`config.mk`:
```
export PLATFORM = sky130hd
export DESIGN_NAME = instruction_fetch_unit
export DESIGN_NICKNAME = d
export VERILOG_FILES = /design/src/rtl/fetch_pkg.sv /design/src/rtl/fetch_fifo.sv /design/src/rtl/instruction_fetch_unit.sv
export SDC_FILE = /design/constraint.sdc
export NUM_CORES = 1
export LEC_CHECK = 0
export CAP_MARGIN = 5
export CORE_UTILIZATION = 51
export CTS_CLUSTER_SIZE = 12
export DETAILED_ROUTE_END_ITERATION = 10
export GPL_ROUTABILITY_DRIVEN = 0
export PLACE_DENSITY_LB_ADDON = 0.12
export SLEW_MARGIN = 20
export SYNTH_ARGS = -nofsm -noshare
export SYNTH_HDL_FRONTEND = slang
export SYNTH_SLANG_ARGS = --single-unit
```
`constraint.sdc`:
```
create_clock -name clk -period 5.92 [get_ports clk]
set_input_delay 0.592 -clock clk [delete_from_list [all_inputs] [get_ports clk]]
set_output_delay 0.592 -clock clk [all_outputs]
set_load 0.02 [all_outputs]
```
`src/rtl/fetch_pkg.sv`:
```
// ----------------------------------------------------------------------------
// fetch_pkg
// Shared types and constants for the instruction fetch front end.
//   XLEN             : address width
//   ILEN             : instruction word width
//   RESET_PC_DEFAULT : default first fetch address after reset
//   fetch_entry_t    : prefetch buffer payload {instr, pc}
//   align_word()     : clears the byte offset of an address
// ----------------------------------------------------------------------------
package fetch_pkg;

    localparam int unsigned XLEN = 32;
    localparam int unsigned ILEN = 32;

    localparam logic [XLEN-1:0] RESET_PC_DEFAULT = 32'h0000_0000;

    typedef struct packed {
        logic [ILEN-1:0] instr;
        logic [XLEN-1:0] pc;
    } fetch_entry_t;

    // Fetch addresses are always word aligned; drop the byte offset.
    function automatic logic [XLEN-1:0] align_word(input logic [XLEN-1:0] addr);
        return {addr[XLEN-1:2], 2'b00};
    endfunction

endpackage

```
`src/rtl/fetch_fifo.sv`:
```
// ----------------------------------------------------------------------------
// fetch_fifo
// Synchronous prefetch FIFO of fetch_entry_t with a single-cycle flush.
// The head entry is presented directly from storage (no bypass of a push
// into an empty FIFO).
// Ports:
//   clk, reset      : clock, synchronous active-high reset
//   flush           : empty the FIFO this cycle (wins over push/pop)
//   push, push_data : write one entry
//   pop             : retire the head entry
//   head            : current head entry
//   count           : number of stored entries
//   full, empty     : occupancy flags
// ----------------------------------------------------------------------------
module fetch_fifo
    import fetch_pkg::*;
#(
    parameter int unsigned DEPTH = 4
) (
    input  logic                         clk,
    input  logic                         reset,
    input  logic                         flush,
    input  logic                         push,
    input  fetch_entry_t                 push_data,
    input  logic                         pop,
    output fetch_entry_t                 head,
    output logic [$clog2(DEPTH+1)-1:0]   count,
    output logic                         full,
    output logic                         empty
);

    localparam int unsigned AW = (DEPTH > 1) ? $clog2(DEPTH) : 1;
    localparam int unsigned CW = $clog2(DEPTH + 1);

    fetch_entry_t    mem [DEPTH];
    logic [AW-1:0]   wr_ptr;
    logic [AW-1:0]   rd_ptr;
    logic            do_push;
    logic            do_pop;

    assign empty   = (count == '0);
    assign full    = (count == CW'(DEPTH));
    assign do_pop  = pop && !empty;
    // A push into a full FIFO is only legal when the head leaves the same cycle.
    assign do_push = push && (!full || do_pop);
    assign head    = mem[rd_ptr];

    // Pointers and occupancy; DEPTH is a power of two so pointers wrap naturally.
    always_ff @(posedge clk) begin
        if (reset || flush) begin
            wr_ptr <= '0;
            rd_ptr <= '0;
            count  <= '0;
        end else begin
            if (do_push) begin
                wr_ptr <= wr_ptr + AW'(1);
            end
            if (do_pop) begin
                rd_ptr <= rd_ptr + AW'(1);
            end
            if (do_push && !do_pop) begin
                count <= count + CW'(1);
            end else if (!do_push && do_pop) begin
                count <= count - CW'(1);
            end
        end
    end

    // Storage; cleared on reset so the head reads as zero out of reset.
    always_ff @(posedge clk) begin
        if (reset) begin
            for (int unsigned i = 0; i < DEPTH; i++) begin
                mem[i] <= '0;
            end
        end else if (do_push && !flush) begin
            mem[wr_ptr] <= push_data;
        end
    end

endmodule

```
`src/rtl/instruction_fetch_unit.sv`:
```
// ----------------------------------------------------------------------------
// instruction_fetch_unit
// Fetch stage: keeps the fetch PC, issues word reads to instruction memory
// under a credit limit, buffers in-order responses and hands {instr, pc} to
// decode. A redirect flushes the buffer and turns every in-flight response
// into a drop.
// Ports:
//   clk, reset                       : clock, synchronous active-high reset
//   imem_req_valid/ready/addr        : request channel to instruction memory
//   imem_resp_valid/data             : in-order responses, no backpressure
//   redirect_valid/pc                : restart fetch at a new target
//   instr_valid/ready, instr, instr_pc : instruction channel to decode
// ----------------------------------------------------------------------------
module instruction_fetch_unit
    import fetch_pkg::*;
#(
    parameter logic [XLEN-1:0] RESET_PC   = RESET_PC_DEFAULT,
    parameter int unsigned     FIFO_DEPTH = 4
) (
    input  logic             clk,
    input  logic             reset,
    output logic             imem_req_valid,
    input  logic             imem_req_ready,
    output logic [XLEN-1:0]  imem_req_addr,
    input  logic             imem_resp_valid,
    input  logic [ILEN-1:0]  imem_resp_data,
    input  logic             redirect_valid,
    input  logic [XLEN-1:0]  redirect_pc,
    output logic             instr_valid,
    input  logic             instr_ready,
    output logic [ILEN-1:0]  instr,
    output logic [XLEN-1:0]  instr_pc
);

    localparam int unsigned CW = $clog2(FIFO_DEPTH + 1);
    localparam int unsigned SW = CW + 1;

    logic [XLEN-1:0] fetch_pc;
    logic [XLEN-1:0] resp_pc;
    logic [CW-1:0]   outstanding;
    logic [CW-1:0]   drop_count;
    logic [CW-1:0]   count;
    logic            full;
    logic            empty;
    logic            credit_ok;
    logic            req_fire;
    logic            resp_fire;
    logic            push;
    logic            pop;
    fetch_entry_t    push_entry;
    fetch_entry_t    head;

    // Outstanding plus buffered words may never exceed the buffer, so every
    // response that is not a drop always has a slot waiting for it.
    assign credit_ok = (SW'(outstanding) + SW'(count)) < SW'(FIFO_DEPTH);

    assign imem_req_valid = !reset && !redirect_valid && !full && credit_ok;
    assign imem_req_addr  = fetch_pc;
    assign req_fire       = imem_req_valid && imem_req_ready;

    assign resp_fire  = imem_resp_valid;
    assign push       = resp_fire && (drop_count == '0) && !redirect_valid;
    assign push_entry = {imem_resp_data, resp_pc};

    assign instr_valid = !reset && !redirect_valid && !empty;
    assign pop         = instr_valid && instr_ready;
    assign instr       = head.instr;
    assign instr_pc    = head.pc;

    // PC, credit and drop bookkeeping; a redirect overrides every other event.
    always_ff @(posedge clk) begin
        if (reset) begin
            fetch_pc    <= RESET_PC;
            resp_pc     <= RESET_PC;
            outstanding <= '0;
            drop_count  <= '0;
        end else if (redirect_valid) begin
            fetch_pc    <= align_word(redirect_pc);
            resp_pc     <= align_word(redirect_pc);
            outstanding <= outstanding - CW'(resp_fire);
            drop_count  <= outstanding - CW'(resp_fire);
        end else begin
            if (req_fire) begin
                fetch_pc <= fetch_pc + XLEN'(4);
            end
            if (push) begin
                resp_pc <= resp_pc + XLEN'(4);
            end
            outstanding <= outstanding + CW'(req_fire) - CW'(resp_fire);
            if (resp_fire && (drop_count != '0)) begin
                drop_count <= drop_count - CW'(1);
            end
        end
    end

    fetch_fifo #(
        .DEPTH (FIFO_DEPTH)
    ) u_fifo (
        .clk       (clk),
        .reset     (reset),
        .flush     (redirect_valid),
        .push      (push),
        .push_data (push_entry),
        .pop       (pop),
        .head      (head),
        .count     (count),
        .full      (full),
        .empty     (empty)
    );

endmodule

```
# After elaboration in Yosys (flattened, before gate mapping)
# Memory sizes are Yosys's and may differ from the RTL's. A register that Yosys moved wholly into a read port is not among the register bits.
# Index checks and enable logic that the tools add are counted.
dict set report op_classes {
  muxes 19
  n_addsub 11
  eq_ne 1
  reduce_logical 31
  magnitude_cmp 1
}
# op n
set ops {}
lappend ops {{2-to-1 mux 32 bit} 4}
lappend ops {{adder 32 x 3 -> 32 bit, second input constant} 2}
lappend ops {{2-to-1 mux 64 bit} 1}
lappend ops {{OR reduction 64 bit} 1}
lappend ops {{2-to-1 mux 3 bit} 5}
lappend ops {{logical AND 1 bit} 14}
lappend ops {{nonzero test 2 bit} 4}
lappend ops {{zero test 1 bit} 6}
lappend ops {{zero test 3 bit} 2}
lappend ops {{2-to-1 mux 1 bit} 6}
lappend ops {{2-to-1 mux 2 bit} 3}
lappend ops {{subtractor 3 x 1 -> 3 bit} 2}
lappend ops {{subtractor 3 x 1 -> 3 bit, second input constant} 2}
lappend ops {{adder 2 x 1 -> 2 bit, second input constant} 2}
lappend ops {{adder 3 x 3 -> 4 bit} 1}
lappend ops {{less-than comparator 4 x 3 -> 1 bit, second input constant} 1}
lappend ops {{adder 3 x 1 -> 3 bit} 1}
lappend ops {{adder 3 x 1 -> 3 bit, second input constant} 1}
lappend ops {{equality test 3 bit, second input constant} 1}
lappend ops {{nonzero test 3 bit} 1}
lappend ops {{logical OR 1 bit} 2}
lappend ops {{OR reduction 2 bit} 1}
dict set report totals {
  n_memories 1
  ram_bits 256
  output_inout_bits 98
  register_bits 77
  wordCells 73
}
# memory words width rd rd_clocked_by_memory_dff write_ports line
set memory_table {}
lappend memory_table {u_fifo.mem 4 64 1 1 4 fetch_fifo.sv:35} ;# fetch_entry_t mem [DEPTH];

# Longest topological paths before layout
# Gate-level depths: netlist of the first run.
dict set report depth {
  depth_word 13
  ltp_mapped 14
}

# Hierarchy
# Synthesis of the first run repeated with hierarchy kept, for this count alone.
dict set report hier_totals {
  cells_unflattened 1139
  hier_area_um2 15268.4
}
# module n_inst cells_per_inst area_each_um2
set by_module_without_submodules {}
lappend by_module_without_submodules {fetch_fifo 1 668 11468.5}
lappend by_module_without_submodules {instruction_fetch_unit 1 471 3799.9}

# Worst setup path before layout of the first run
# No wires, ideal clock.
dict set report synth_path {
  path_kind {input -> register}
  startpoint {input port imem_resp_valid}
  endpoint {memory u_fifo.mem[1][10] (netlist name) (enable)}
  required_ns 5.352
  setup_time_ns 0.568
  n_path_buf 0
  path_slack_ns -0.180
  stages 4
  t_arrival_ns 5.532
  cell_sequence {and3b_1 -> o211a_1 -> nand2_1 -> o21ai_0}
}
# element line
set synth_lines {}
lappend synth_lines {{start, declared} instruction_fetch_unit.sv:25} ;# input logic imem_resp_valid,
lappend synth_lines {{end, declared} fetch_fifo.sv:35}

==> results of run 1 <==
==> metrics by stage <==
stage,std cells,power (mW),cell area [um2],util,worst slack (ns)
final,1686,5.18,17900,0.623,2.13
after global routing,1686,5.34,17900,0.623,1.90
after CTS,1685,5.22,17900,0.622,2.02
after detailed placement,1626,3.21,16900,0.586,2.14
after global placement,1626,3.20,16900,0.586,2.19
after floorplan,1145,2.97,15000,-,1.50
==> flip-flops by register name, summed over array words and instances (netlist names), named ones only <==
name	cells
resp_pc	30
drop_count	3
outstanding	3
u_fifo.mem	248
u_fifo.count	3
u_fifo.rd_ptr	2
imem_req_addr	30
u_fifo.wr_ptr	2
==> critical path, stage by stage, from the launching register on <==
cell	delay, ns
dfxtp_4	0.88
buf_4	0.59
mux4_2	0.57
clkdlybuf4s50_1	0.61
==> final timing paths <==
check,from,endpoint,slack [ns]
worst max-delay path,flip-flop,instr_pc[17],2.13
worst min register to register,imem_req_addr[8],imem_req_addr[8],0.52
worst min-delay path,imem_req_addr[8],imem_req_addr[8],0.52
worst max register to register,outstanding[2],outstanding[2],2.79
==> metal layers <==
layer | track usage | routed length (um) | vias to the layer above
li1 | - | - | 4543
met1 | 0.318 | 15400 | 4825
met2 | 0.386 | 16500 | 286
met3 | 0.0307 | 1630 | 49
met4 | 0.0546 | 590 | 0
met5 | 0 | 0 | -
==> power breakdown <==
part / internal (mW) / switching (mW) / total (mW) / leakage, nW
registers: 2.56 / 0.0774 / 2.64 / 3.19
logic: 0.240 / 0.289 / 0.530 / 2.83
clock network: 1.18 / 0.831 / 2.01 / 0.520
==> final cells by class <==
cell class,count,area [um2],share of cell area
flip-flops and latches,323,8950,0.499
multi-input cells,714,5590,0.311
repair buffers,180,1770,0.0988
clock buffers,51,1010,0.0563
well taps,384,480,0.0268
inverters,26,97.6,0.00544
clock inverters,8,37.5,0.00209
==> placed cells by master (no fill, tap or decap), drive strengths merged, types with 25 or more instances in the layout <==
cell type      count
dfxtp             75
clkbuf            51
nand2             50
clkdlybuf4s50    160
nand4             25
inv               26
and2             192
nor2              38
nand3             34
and3              75
edfxtp           248
a21oi             28
mux4              62
==> logic make-up (layout without fill, tap and decap cells) <==
family / Yosys count / in the layout / synth area share
adders and majority gates: 13 / 13 / 0.0119
DFF: 323 / 323 / 0.598
muxes: 64 / 64 / 0.0947
buffers and inverters: 108 / 265 / 0.0322
xor gates and xnor gates: 36 / 36 / 0.0211
other: 1 / 4 / 0.000251
and+or+nand+nor: 470 / 470 / 0.184
AOI/OAI and AO/OA: 127 / 127 / 0.0579
==> reports/qor.csv, run 1 <==
stage,metric,value,unit
global_routing,vias in the first global route,9856,
min_path,WHS Path Cells,2,
die,Total Die Area,30000,um2
yosys,library cells used by synthesis,69,
die,FP Rows,62,
die,area of the core,28800,um2
cells_and_area,layout cell share with drive strength beyond 1,0.120,
critical_path,worst path arrival time,3.19,ns
yosys,post-synthesis register bit count,323,
critical_path,R2R depth,13,
cells_and_area,Filler Cell Count,2252,
detailed_routing,Pre-Repair DR Iteration Count,4,
die,IO Pins,168,
timing,Max Fclk,264,MHz
detailed_routing,WL/cell,20.2,um
clock_tree,CTS tree,done,
detailed_routing,Routed WL,34.1,mm
yosys,Synth Area per Inst,13.1,um2
critical_path,Setup crit start kind,flip-flop,
critical_path,Max Fanout on Critical Path,38,
flow_run,max cap viols,0,
placed_design,dpl hpwl,20.5,mm
outcome,outcome,"complete, no violations",
die,Die X,173,um
die,die outline height,173,um
yosys,Post-synth EDFFs,248,
detailed_routing,vias per cell,5.76,
yosys,synthesis warning total,0,
global_routing,initial antenna violation count,0,
clock_tree,H-tree levels,2,
critical_path,"Worst Path Class, Setup",flip-flop to output pin,
die,Initial Util,0.520,
yosys,sequential area share after synthesis,0.598,
clock_tree,Sink Count,323,
cells_and_area,nets,1363,
timing,hold violation total from the final report,0,
pwr,PwrDens,289,nW/um2
timing,TNS Setup,0,ns
clock_tree,Root Buffer,clkbuf_16,
yosys,leading area contributor after synthesis,edfxtp_1,
yosys,top post-synthesis cells by count,"edfxtp_1 (248), and2_1 (188), dfxtp_1 (75)",
global_routing,gr usage total,0.230,
timing,min Tclk post-route,3.79,ns
yosys,mapped cell area,15000,um2
yosys,"Top FF cell, synth",edfxtp_1,
yosys,"top cells by area, synth","edfxtp_1 (50%), dfxtp_1 (10%), mux4_2 (9.3%)",
yosys,Mapped Cells,1142,
clock_tree,Post-CTS Resized,0,
clock_tree,cts hold-fix bufs,0,
placed_design,input/output buffers,161,
global_routing,first-pass GRT wire length,54.2,mm
timing,Slew @ Worst Pin,1.04,ns
pwr,Leak,6.54,nW
clock_tree,Longest Clk Path Bufs,3,
yosys,ys async rst share,0,
min_path,Min-Delay Path Class,flip-flop to flip-flop,
clock_tree,Post-CTS Setup Bufs,0,
global_routing,aggregate global routing overflow,0,
timing,Finish-stage setup viols,0,
clock_tree,Clock Latency Late Sink,0.50,ns
detailed_routing,vias,9703,
detailed_routing,post-route ant nets,0,
critical_path,CP Data Required Time,5.33,ns
detailed_routing,# DRC,0,
timing,Clock Skew,0.0178,ns
timing,Final Max Tran Viols,0,
critical_path,Crit. End Element,output pin,
timing,Hold Slack,0.521,ns
global_routing,largest net degree at the start of global routing,125,
timing,RSZ-0062 raised after global routing,no,
timing,Final period util,0.640,
clock_tree,Clock Pin Slew Worst Setup and Hold Paths,0.06,ns
yosys,Yosys top cell area share,0.498,
yosys,most frequent cell after synthesis,edfxtp_1,
detailed_routing,drt initial violations,625,
timing,Rel. slew slack,0.308,
cells_and_area,Synth-to-Final Area Change,19.9,%
cells_and_area,number of diodes,0,
clock_tree,cts bufs inserted,35,
pwr,peak supply drop,0.164,mV
Power figures use the tool's default switching activity.
==> run 2: changes to the inputs <==
--- a/config.mk
+++ b/config.mk
@@ -6,7 +6,7 @@
 export NUM_CORES = 1
 export LEC_CHECK = 0
 export CAP_MARGIN = 5
-export CORE_UTILIZATION = 51
+export CORE_UTILIZATION = 57
 export CTS_CLUSTER_SIZE = 12
 export DETAILED_ROUTE_END_ITERATION = 10
 export GPL_ROUTABILITY_DRIVEN = 0
==> constraint.sdc (replaced) <==
create_clock -name clk -period 3.5 [get_ports clk]
set_input_delay 0.35 -clock clk [delete_from_list [all_inputs] [get_ports clk]]
set_output_delay 0.35 -clock clk [all_outputs]
set_load 0.02 [all_outputs]
==> reports/qor.csv, run 2 (synthesis gave the netlist of run 1 again) <==
stage,metric,value,unit
pwr,NetSw,1.99,mW
die,Initial Util,0.587,
clock_tree,Post-CTS Resized,0,
pwr,Leak,6.57,nW
pwr,total design power,8.75,mW
pwr,Sequential Power Share,0.510,
clock_tree,cts bufs inserted,34,
pwr,clock share of power,0.387,
critical_path,"Worst Path Class, Setup",flip-flop to output pin,
global_routing,largest net degree at the start of global routing,101,
critical_path,FF-to-FF setup slack,0.67,ns
critical_path,Critical R2R Capture,outstanding[2],
global_routing,vias in the first global route,9689,
pwr,Internal,6.76,mW
detailed_routing,vias,9586,
timing,Final period util,0.825,
cells_and_area,max reg flops,248,
placed_design,dpl hpwl,20.4,mm
cells_and_area,final core utilization,0.705,
pwr,PwrDens,487,nW/um2
clock_tree,Sink Count,323,
detailed_routing,Pre-Repair DR Iteration Count,5,
flow_run,max cap viols,0,
cells_and_area,Finished Cell Area,18000,um2
clock_tree,CTS tree,done,
detailed_routing,WL/cell,20.5,um
critical_path,Crit. End Element,output pin,
cells_and_area,"commonest non-fill, non-tap cells in the layout","edfxtp_1 (248), and2_1 (188), clkdlybuf4s50_1 (160)",
cells_and_area,Synth-to-Final Area Change,20.0,%
pwr,peak supply drop,0.331,mV
cells_and_area,"commonest non-fill, non-tap cell in the layout",edfxtp_1,
timing,Max Fclk,346,MHz
clock_tree,H-tree levels,2,
detailed_routing,Routed WL,33.5,mm
critical_path,FF-to-FF Start,u_fifo.count[2],
pwr,Gate power share,0.103,
detailed_routing,vias per cell,5.86,
outcome,outcome,"complete, no violations",
clock_tree,Clock Pin Slew Worst Setup and Hold Paths,0.06,ns
die,Total Die Area,26900,um2
placed_design,Placed Area,16900,um2
timing,Hold Slack,0.181,ns
timing,min Tclk post-route,2.89,ns
timing,RSZ-0062 raised after global routing,no,
die,Die X,164,um
pwr,switching power share of the total,0.227,
min_path,Min-Delay Path Class,input pin to flip-flop,
critical_path,crit path to,instr_pc[15],
die,area of the core,25500,um2
timing,Clock Skew,0.00996,ns
global_routing,gr usage total,0.255,
detailed_routing,drt initial violations,698,
timing,hold violation total from the final report,0,
critical_path,R2R depth,13,
global_routing,first-pass GRT wire length,52.3,mm
die,die outline height,164,um
cells_and_area,number of diodes,0,
cells_and_area,Biggest register,u_fifo.mem,
clock_tree,Post-CTS Setup Bufs,0,
clock_tree,cts hold-fix bufs,0,
cells_and_area,layout cell share with drive strength beyond 1,0.120,
die,FP Rows,58,
timing,TNS Setup,0,ns
cells_and_area,nets,1368,
critical_path,CP Data Required Time,3.15,ns
detailed_routing,post-route ant nets,0,
die,IO Pins,168,
global_routing,aggregate global routing overflow,0,
timing,Final Max Tran Viols,0,
global_routing,initial antenna violation count,0,
clock_tree,Root Buffer,clkbuf_16,
timing,Slew @ Worst Pin,1.06,ns
critical_path,Setup crit start kind,flip-flop,
placed_design,input/output buffers,161,
timing,Rel. slew slack,0.293,
timing,Finish-stage setup viols,0,
clock_tree,Longest Clk Path Bufs,3,
detailed_routing,# DRC,0,
clock_tree,Clock Latency Late Sink,0.50,ns
critical_path,worst path arrival time,2.54,ns
critical_path,Max Fanout on Critical Path,14,
[run 2: cell types whose count changed in the layout (fill, tap and decap cells not counted), sizes merged]
cell | previous run | this run
buf | 20 | 26
clkinv | 8 | 4
bufinv | 0 | 1
[run 2: cell type report]
cell class,instances,area (um2)
clock buffer,51,988
clock inverter,5,47.5
fill,1737,7510
inverter,26,97.6
multi-input combinational,714,5590
sequential,323,8950
tap,330,413
timing repair buffer,186,1870
[run 2: worst max-delay path, cell delays in order (launching register included)]
cell and delay, ns:
dfxtp_4 0.54, buf_4 0.36, mux4_2 0.54, clkdlybuf4s50_1 0.60
[run 2: routing by layer]
metal / vias up / share of wire / track usage
met5: - / 0 / 0
met3: 57 / 0.057 / 0.0356
met1: 4628 / 0.43 / 0.348
li1: 4545 / - / -
met4: 0 / 0.022 / 0.0762
met2: 356 / 0.49 / 0.426
[run 2: through the flow]
step | worst slack, ns | instances
3_3_place_gp | 0.475 | 1579
4_1_cts | 0.550 | 1635
2_1_floorplan | 0.284 | 1145
5_1_grt | 0.483 | 1635
6_report | 0.613 | 1635
3_5_place_dp | 0.440 | 1579
[run 2: power groups by stage]
| stage | clock, mW | combinational (mW) | sequential, mW |
|---|---|---|---|
| 3_3_place_gp | 0 | 0.893 | 4.53 |
| 6_report | 3.39 | 0.905 | 4.46 |
| 5_1_grt | 3.58 | 0.973 | 4.48 |
| 4_1_cts | 3.43 | 0.910 | 4.46 |
| 2_1_floorplan | 0 | 0.493 | 4.52 |
| 3_5_place_dp | 0 | 0.904 | 4.54 |
[run 2: how the worst min path moves through the flow]
stage	start	depth (start not counted)	endpoint	slack [ns]
floorplan	redirect_pc[19]	2	imem_req_addr[19]	0.47
global placement	imem_req_addr[8]	2	imem_req_addr[8]	0.50
detailed placement	imem_req_addr[8]	2	imem_req_addr[8]	0.51
CTS	reset	2	resp_pc[2]	0.16
global route	reset	2	resp_pc[6]	0.19
finish	reset	2	resp_pc[2]	0.18
==> run 3: changes to the inputs <==
--- a/config.mk
+++ b/config.mk
@@ -6,7 +6,7 @@
 export NUM_CORES = 1
 export LEC_CHECK = 0
 export CAP_MARGIN = 5
-export CORE_UTILIZATION = 57
+export CORE_UTILIZATION = 51
 export CTS_CLUSTER_SIZE = 12
 export DETAILED_ROUTE_END_ITERATION = 10
 export GPL_ROUTABILITY_DRIVEN = 0
==> constraint.sdc (replaced) <==
create_clock -name clk -period 2.6 [get_ports clk]
set_input_delay 0.26 -clock clk [delete_from_list [all_inputs] [get_ports clk]]
set_output_delay 0.26 -clock clk [all_outputs]
set_load 0.02 [all_outputs]
==> reports/qor.csv, run 3 (synthesis gave the netlist of run 1 again) <==
stage,metric,value,unit
outcome,outcome,"complete, no violations",
detailed_routing,drt initial violations,794,
pwr,Sequential Power Share,0.498,
detailed_routing,vias,9873,
min_path,Min-Delay Startpoint,reset,
timing,Final period util,0.973,
critical_path,FF-to-FF Start,outstanding[2],
pwr,Internal,9.28,mW
detailed_routing,Pre-Repair DR Iteration Count,5,
pwr,PwrDens,648,nW/um2
critical_path,Crit. End Element,output pin,
cells_and_area,"commonest non-fill, non-tap cells in the layout","edfxtp_1 (248), and2_1 (188), clkdlybuf4s50_1 (130)",
cells_and_area,number of diodes,0,
die,Die X,173,um
pwr,peak supply drop,0.447,mV
critical_path,worst path arrival time,2.27,ns
timing,Final Max Tran Viols,0,
timing,Clock Skew,0.0184,ns
timing,hold violation total from the final report,0,
critical_path,Critical R2R Capture,outstanding[2],
critical_path,CP Data Required Time,2.34,ns
min_path,Hold Path Sink,imem_req_addr[18],
pwr,switching power share of the total,0.230,
critical_path,R2R depth,13,
detailed_routing,post-route ant nets,0,
detailed_routing,Routed WL,34.8,mm
global_routing,vias in the first global route,9981,
clock_tree,cts hold-fix bufs,0,
detailed_routing,vias per cell,5.71,
timing,RSZ-0062 raised after global routing,yes,
detailed_routing,WL/cell,20.1,um
critical_path,Max Fanout on Critical Path,17,
pwr,clock share of power,0.394,
global_routing,initial antenna violation count,0,
timing,Finish-stage setup viols,0,
pwr,Gate power share,0.108,
clock_tree,H-tree levels,2,
clock_tree,Clock Pin Slew Worst Setup and Hold Paths,0.06,ns
cells_and_area,Synth-to-Final Area Change,24.4,%
die,die outline height,173,um
timing,min Tclk post-route,2.53,ns
pwr,NetSw,2.78,mW
detailed_routing,# DRC,0,
cells_and_area,Biggest register,u_fifo.mem,
clock_tree,Sink Count,323,
global_routing,largest net degree at the start of global routing,63,
cells_and_area,Filler Cell Count,2201,
pwr,Leak,7.12,nW
clock_tree,CTS tree,done,
cells_and_area,multi-input logic area,5660,um2
cells_and_area,max reg flops,248,
placed_design,post-place setup slack,-0.141,ns
clock_tree,Root Buffer,clkbuf_16,
die,FP Rows,62,
cells_and_area,nets,1407,
die,area of the core,28800,um2
min_path,WHS Path Cells,5,
flow_run,max cap viols,0,
global_routing,aggregate global routing overflow,0,
min_path,Min-Delay Path Class,input pin to flip-flop,
die,IO Pins,168,
clock_tree,cts bufs inserted,35,
cells_and_area,final core utilization,0.647,
timing,Slew @ Worst Pin,0.991,ns
timing,Setup WS post-layout,0.0712,ns
clock_tree,Longest Clk Path Bufs,3,
timing,Max Fclk,395,MHz
critical_path,FF-to-FF setup slack,0.13,ns
cells_and_area,layout cell share with drive strength beyond 1,0.156,
placed_design,dpl hpwl,21.4,mm
clock_tree,Clock Latency Late Sink,0.51,ns
global_routing,gr usage total,0.235,
global_routing,first-pass GRT wire length,55.0,mm
timing,Hold Slack,0.287,ns
placed_design,input/output buffers,161,
die,Initial Util,0.520,
critical_path,Setup crit start kind,flip-flop,
cells_and_area,"commonest non-fill, non-tap cell in the layout",edfxtp_1,
timing,Rel. slew slack,0.339,
cells_and_area,register area,8960,um2
critical_path,"Worst Path Class, Setup",flip-flop to output pin,
die,Total Die Area,30000,um2
-- run 3: metrics by stage --
step	instance area [um2]	total power, mW	setup TNS (ns)	cells
floorplan	15000	6.76	-0.138	1145
global placement	17400	7.38	-0.119	1665
global route	18600	12.5	-0.0776	1729
finish	18600	12.1	0	1729
CTS	18500	12.1	-0.0120	1723
detailed placement	17400	7.40	-1.90	1665
-- run 3: cell type report --
cell class                      count  area share
Sequential cell                   323       0.482
Tap cell                          384      0.0258
Multi-Input combinational cell    714       0.304
Clock inverter                      9     0.00477
Timing Repair Buffer              224       0.126
Clock buffer                       49      0.0532
Inverter                           26     0.00524
-- run 3: how the worst max path moves through the flow --
stage	to	slack, ns
after floorplan	outstanding[2]	-0.14
after global placement	outstanding[2]	-0.12
after detailed placement	outstanding[2]	-0.14
after CTS	instr_pc[3]	-0.01
after global routing	outstanding[2]	-0.07
final	instr[23]	0.07
-- run 3: timing repair --
| item | CTS | global route |
|---|---|---|
| pin swaps | 1 | 6 |
| gates cloned | 0 | 1 |
| resized for setup | 12 | 33 |
| endpoints found under the setup margin | 24 | 71 |
| setup buffers | 0 | 5 |
-- run 3: layer usage --
| layer | vias to the layer above | global-route usage | share of wire |
|---|---|---|---|
| li1 | 4634 | - | - |
| met1 | 4857 | 0.326 | 0.44 |
| met2 | 332 | 0.388 | 0.49 |
| met3 | 50 | 0.0329 | 0.054 |
| met4 | 0 | 0.0653 | 0.018 |
| met5 | - | 0 | 0 |
-- run 3: critical path, stage by stage, from the launching register on --
cell,delay [ns]
dfxtp_4,0.46
buf_12,0.22
mux4_2,0.52
clkdlybuf4s50_1,0.55
-- run 3: power groups by stage --
stage | logic [mW] | clock network [mW] | registers (mW)
floorplan | 0.679 | 0 | 6.09
global placement | 1.28 | 0 | 6.10
detailed placement | 1.29 | 0 | 6.11
CTS | 1.29 | 4.84 | 6.00
global route | 1.40 | 5.03 | 6.04
finish | 1.30 | 4.75 | 6.01
